<file path="config.mk">
export PLATFORM = sky130hd
export DESIGN_NAME = hilo_muldiv_ctrl
export DESIGN_NICKNAME = d
export VERILOG_FILES = /design/src/rtl/hilo_muldiv_ctrl_pkg.sv /design/src/rtl/hilo_muldiv_ctrl_div_step.sv /design/src/rtl/hilo_muldiv_ctrl.sv
export SDC_FILE = /design/constraint.sdc
export NUM_CORES = 2
export LEC_CHECK = 0
export CAP_MARGIN = 20
export CORE_MARGIN = 2
export CORE_UTILIZATION = 35
export DETAILED_ROUTE_END_ITERATION = 8
export HOLD_SLACK_MARGIN = 0.06
export PLACE_DENSITY = 0.48
export SYNTH_ARGS = -nofsm -noshare
export SYNTH_HDL_FRONTEND = slang
export SYNTH_SLANG_ARGS = --single-unit
export TNS_END_PERCENT = 5
</file>
<file path="constraint.sdc">
create_clock -name clk -period 26.3 [get_ports clk]
set_clock_uncertainty 0.1 [all_clocks]
set_input_delay 5.26 -clock clk [delete_from_list [all_inputs] [get_ports clk]]
set_output_delay 5.26 -clock clk [all_outputs]
set_load 0.005 [all_outputs]
</file>
<file path="src/rtl/hilo_muldiv_ctrl_pkg.sv">
// Shared constants for the HI/LO multiply/divide sequencer: op codes, FSM states, helpers.
package hilo_muldiv_ctrl_pkg;

  localparam logic [1:0] MD_OP_MULT  = 2'b00;
  localparam logic [1:0] MD_OP_MULTU = 2'b01;
  localparam logic [1:0] MD_OP_DIV   = 2'b10;
  localparam logic [1:0] MD_OP_DIVU  = 2'b11;

  localparam int DIV_ITERS = 32;

  typedef enum logic [1:0] {
    MD_IDLE = 2'b00,
    MD_MUL  = 2'b01,
    MD_DIV  = 2'b10,
    MD_DONE = 2'b11
  } md_state_e;

  function automatic logic [31:0] abs32(input logic [31:0] v, input logic neg);
    return neg ? (32'd0 - v) : v;
  endfunction

endpackage

</file>
<file path="src/rtl/hilo_muldiv_ctrl_div_step.sv">
// One radix-2 restoring divide iteration: shift in a dividend bit, trial-subtract the divisor.
module div_radix2_step (
  input  logic [32:0] i_rem,
  input  logic        i_bit,
  input  logic [31:0] i_dvs,
  output logic [32:0] o_rem,
  output logic        o_qbit
);

  logic [33:0] w_shift;
  logic [33:0] w_diff;

  // Extra top bit keeps the trial difference sign-exact for any divisor.
  assign w_shift = {i_rem, i_bit};
  assign w_diff  = w_shift - {2'b00, i_dvs};
  assign o_qbit  = ~w_diff[33];
  assign o_rem   = o_qbit ? w_diff[32:0] : w_shift[32:0];

endmodule

</file>
<file path="src/rtl/hilo_muldiv_ctrl.sv">
// EX-stage MULT/MULTU/DIV/DIVU sequencer with EX stall and one-cycle HI/LO write.
// Optional MULDIV_DIV0_FAST_EN: divide by zero completes in one cycle instead of 32 iterations.
module hilo_muldiv_ctrl
  import hilo_muldiv_ctrl_pkg::*;
#(
  parameter int MUL_CYCLES = 2
) (
  input  logic        clk,
  input  logic        resetn,
  input  logic        start,
  input  logic [1:0]  md_op,
  input  logic [31:0] src_a,
  input  logic [31:0] src_b,
  input  logic        flush,
  output logic        stall,
  output logic        busy,
  output logic        hilo_we,
  output logic [31:0] hi_wdata,
  output logic [31:0] lo_wdata
);

  md_state_e   r_state, w_nxt;
  logic        r_busy;
  logic [4:0]  r_cnt;
  logic        r_sa, r_sb;
  logic [31:0] r_a, r_b;
  logic [31:0] r_dvd, r_dvs;
  logic [32:0] r_rem;
  logic [31:0] r_hi, r_lo;

  logic        w_accept, w_signed, w_is_div, w_qbit;
  logic [32:0] w_rem_nxt;
  logic [31:0] w_quo;
  logic [63:0] w_prod;

  assign w_accept = (r_state == MD_IDLE) && start && !flush;
  assign w_signed = ~md_op[0];
  assign w_is_div = md_op[1];

  div_radix2_step u_step (
    .i_rem  (r_rem),
    .i_bit  (r_dvd[31]),
    .i_dvs  (r_dvs),
    .o_rem  (w_rem_nxt),
    .o_qbit (w_qbit)
  );

  assign w_quo = {r_dvd[30:0], w_qbit};
  // Sign-extending both operands to 64 bits gives the right low 64 bits for signed and unsigned.
  assign w_prod = {{32{r_sa}}, r_a} * {{32{r_sb}}, r_b};

  always_comb begin
    w_nxt = r_state;
    case (r_state)
      MD_IDLE: if (w_accept) begin
        if (w_is_div) begin
`ifdef MULDIV_DIV0_FAST_EN
          w_nxt = (src_b == 32'd0) ? MD_DONE : MD_DIV;
`else
          w_nxt = MD_DIV;
`endif
        end else begin
          w_nxt = MD_MUL;
        end
      end
      MD_MUL:  if (r_cnt == 5'(MUL_CYCLES - 1)) w_nxt = MD_DONE;
      MD_DIV:  if (r_cnt == 5'(DIV_ITERS - 1))  w_nxt = MD_DONE;
      MD_DONE: w_nxt = MD_IDLE;
      default: w_nxt = MD_IDLE;
    endcase
    if (flush) w_nxt = MD_IDLE;
  end

  assign stall    = w_accept || (r_state == MD_MUL) || (r_state == MD_DIV);
  assign hilo_we  = (r_state == MD_DONE) && !flush;
  assign busy     = r_busy;
  assign hi_wdata = r_hi;
  assign lo_wdata = r_lo;

  always_ff @(posedge clk or negedge resetn) begin
    if (!resetn) begin
      r_state <= MD_IDLE;
      r_busy  <= 1'b0;
      r_cnt   <= '0;
      r_sa    <= 1'b0;
      r_sb    <= 1'b0;
      r_a     <= '0;
      r_b     <= '0;
      r_dvd   <= '0;
      r_dvs   <= '0;
      r_rem   <= '0;
      r_hi    <= '0;
      r_lo    <= '0;
    end else begin
      r_state <= w_nxt;
      r_busy  <= (w_nxt != MD_IDLE);
      case (r_state)
        MD_IDLE: if (w_accept) begin
          r_a   <= src_a;
          r_b   <= src_b;
          r_sa  <= w_signed & src_a[31];
          r_sb  <= w_signed & src_b[31];
          r_dvd <= abs32(src_a, w_signed & src_a[31]);
          r_dvs <= abs32(src_b, w_signed & src_b[31]);
          r_rem <= '0;
          r_cnt <= '0;
`ifdef MULDIV_DIV0_FAST_EN
          if (w_is_div && (src_b == 32'd0)) begin
            r_hi <= src_a;
            r_lo <= (w_signed & src_a[31]) ? 32'd1 : 32'hFFFF_FFFF;
          end
`endif
        end
        MD_MUL: begin
          r_cnt <= r_cnt + 5'd1;
          if ((r_cnt == 5'(MUL_CYCLES - 1)) && !flush) begin
            r_hi <= w_prod[63:32];
            r_lo <= w_prod[31:0];
          end
        end
        MD_DIV: begin
          r_cnt <= r_cnt + 5'd1;
          r_rem <= w_rem_nxt;
          r_dvd <= w_quo;
          // Quotient negated on sign mismatch; remainder follows the dividend.
          if ((r_cnt == 5'(DIV_ITERS - 1)) && !flush) begin
            r_lo <= abs32(w_quo, r_sa ^ r_sb);
            r_hi <= abs32(w_rem_nxt[31:0], r_sa);
          end
        end
        default: ;
      endcase
    end
  end

endmodule

</file>
==> results.json <==
{
  "outcome": "completed",
  "fmax_mhz": 82.7,
  "final_hold_viol_count": 0,
  "row_count": 142,
  "syn_area_per_cell_um2": 8.88,
  "place.port_buffers": 136,
  "grt_pass1_vias": 42721,
  "drt_pass1_iterations": 5,
  "clk_latency_ps": 570,
  "synth_edf_count": 0,
  "layout_commonest_cell": "inv_1",
  "crit_path_start_kind": "primary input",
  "wire_per_inst_um": 20.0,
  "ios": 137,
  "pre_cts_slack_ps": 14210,
  "grt_max_degree": 101,
  "cts_setup_buffers": 0,
  "fin_crit_sh_pct": 46.0,
  "hold_depth": 2,
  "maxSlewHeadroom_pct": 27.7,
  "wirelength_um": 159000,
  "synth-main-ff-cell": "dfrtp_1",
  "worstSetupPathType": "primary input to output pin",
  "setup_viol": 0,
  "worstHoldStart": "r_a[14]$_DFFE_PN0P_",
  "fp.dieH_um": 393,
  "nets": 7366,
  "ys_warn_count": 0,
  "dp_cells": 7898,
  "yosysUniqueCellTypes": 83,
  "fin_cells": 7951,
  "cts_root_buf": "clkbuf_16",
  "clkTransAtPathRegs_ps": 60,
  "rsz0062_at_grt": "false",
  "cp_max_fo": 7,
  "drive_gt1_share_pct": 3.00,
  "r2r_start": "r_b[3]$_DFFE_PN0P_",
  "synth-seq-area-share_pct": 11.0,
  "required_ps": 20940,
  "fin_crit_ps": 12100,
  "coreArea_um2": 150000,
  "cts_buffers": 26,
  "synth.cell_area_um2": 53000,
  "cp-end-kind": "output pin",
  "layout-area-overhead-vs-synth_pct": 8.19,
  "layout_common_cells": "inv_1 (1178), fa_1 (1126), nand2_1 (928), and2_1 (545), ha_1 (255)",
  "drtAntennaViolNets": 0,
  "overflow": 0,
  "slew_violations": 0,
  "initial_utilization_pct": 35.3,
  "cts_buffer_depth": 3,
  "fp.dieW_um": 393,
  "syn_inst": 5970,
  "via_count": 39569,
  "antenna_found_initial": 20,
  "die-area_um2": 155000,
  "min-delay-path-class": "flop to flop",
  "crit_arrival_ps": 6740,
  "numClockSinks": 234,
  "reg2regPathDepth": 24,
  "htree_levels": 1,
  "routed_via_density": 4.98,
  "whs_endpoint": "r_a[14]$_DFFE_PN0P_",
  "synthArstFlopShare_pct": 100,
  "gp_congestion": 0.881,
  "dp_hpwl_um": 127000,
  "synth_nets": 7422,
  "final_cell_area_um2": 57400,
  "drt_iter0_drc": 2258,
  "drc_errors": 0,
  "place_area_um2": 56500,
  "r2r_slack_ps": 16580,
  "grt_pass1_wl_um": 256000,
  "cts_tree": "built",
  "drv_cap": 0,
  "synth-seq-cells": 234,
  "postCtsHoldBufs": 0,
  "layout_setup_ws_ps": 14200,
  "cts_resized": 0,
  "worst_r2r_endpoint": "hi_wdata[23]$_DFFE_PN0P_",
  "track_usage_pct": 21.5,
  "final.setup.tns_ps": 0,
  "worst_slew_pin_slew_ps": 1070
}
-- how the worst max path moves through the flow --
stage	start	end	slack [ps]	depth (start not counted)
after global routing	flush	stall	14140	4
after CTS	flush	stall	14200	4
final	flush	stall	14200	4
after detailed placement	flush	stall	14210	4
after floorplan	start	stall	14920	4
after global placement	flush	stall	14220	4
-- Yosys cell counts, types with 7 or more instances --
| cell type | instances | area, um2 |
|---|---|---|
| a211o_1 | 7 | 61.3 |
| a211oi_1 | 19 | 143 |
| a21boi_0 | 7 | 52.6 |
| a21o_1 | 44 | 330 |
| a21oi_1 | 198 | 991 |
| a22o_1 | 12 | 105 |
| a22oi_1 | 10 | 75.1 |
| a31oi_1 | 25 | 156 |
| and2_1 | 545 | 3410 |
| and3_1 | 16 | 100 |
| buf_2 | 9 | 45.0 |
| clkbuf_1 | 295 | 1110 |
| dfrtp_1 | 234 | 5860 |
| fa_1 | 1126 | 22500 |
| ha_1 | 256 | 3200 |
| inv_1 | 1178 | 4420 |
| mux2_2 | 10 | 113 |
| mux2i_1 | 38 | 380 |
| nand2_1 | 928 | 3480 |
| nand2b_1 | 29 | 181 |
| nand3_1 | 33 | 165 |
| nand4_1 | 16 | 100 |
| nor2_1 | 169 | 634 |
| nor2b_1 | 43 | 269 |
| nor3_1 | 41 | 205 |
| nor4_1 | 20 | 125 |
| o211ai_1 | 9 | 67.6 |
| o21a_1 | 16 | 120 |
| o21ai_0 | 239 | 1200 |
| o21bai_1 | 16 | 120 |
| o31ai_1 | 20 | 150 |
| o32ai_1 | 9 | 78.8 |
| o41ai_1 | 14 | 123 |
| or2_2 | 10 | 62.6 |
| or3_1 | 21 | 131 |
| or4_1 | 9 | 67.6 |
| xnor2_1 | 122 | 1070 |
| xor2_1 | 80 | 701 |
-- flip-flops by register name, summed over array words and instances (netlist names), 2 cells and up --
name	count
hi_wdata	32
r_b	32
r_dvd	32
r_rem	33
r_a	32
r_cnt	5
r_state	2
r_dvs	31
lo_wdata	32
-- worst max-delay path: stages --
cell,delay [ps]
clkdlybuf4s50_1,620
nor2_4,90
or3_1,320
clkdlybuf4s50_1,450
-- metrics by stage --
| stage | utilization, % | hold slack, ps |
|---|---|---|
| 4_1_cts | 38.2 | 379 |
| 3_5_place_dp | 37.6 | 364 |
| 2_1_floorplan | - | 350 |
| 6_report | 38.2 | 375 |
| 3_3_place_gp | 37.6 | 359 |
| 5_1_grt | 38.2 | 395 |
-- layout make-up --
class / count / area [um2]
well taps: 2016 / 2520
repair buffers: 225 / 2070
flip-flops and latches: 234 / 5860
clock inverters: 8 / 92.6
multi-input cells: 4248 / 41600
diodes: 4 / 10.0
fillers: 15572 / 92700
inverters: 1179 / 4430
clock buffers: 37 / 753
-- cells by family after synthesis --
| logic type | share of synthesized area (%) |
|---|---|
| fa+ha+maj | 48.5 |
| mux | 0.958 |
| simple gates | 17.3 |
| buf+inv | 10.6 |
| compound gates | 8.27 |
| flops | 11.0 |
| xor+xnor | 3.34 |
-- per-layer routing --
metal | global-route usage [%] | vias to the layer above | wire length (um)
li1 | - | 17924 | -
met1 | 28.5 | 20757 | 68900
met2 | 38.0 | 697 | 80200
met3 | 2.51 | 161 | 6750
met4 | 3.71 | 30 | 3110
met5 | 0 | - | 199
Power is left out: the tool's default activity adds up to more than one toggle a clock period on the data nets, which glitch-free logic cannot reach.
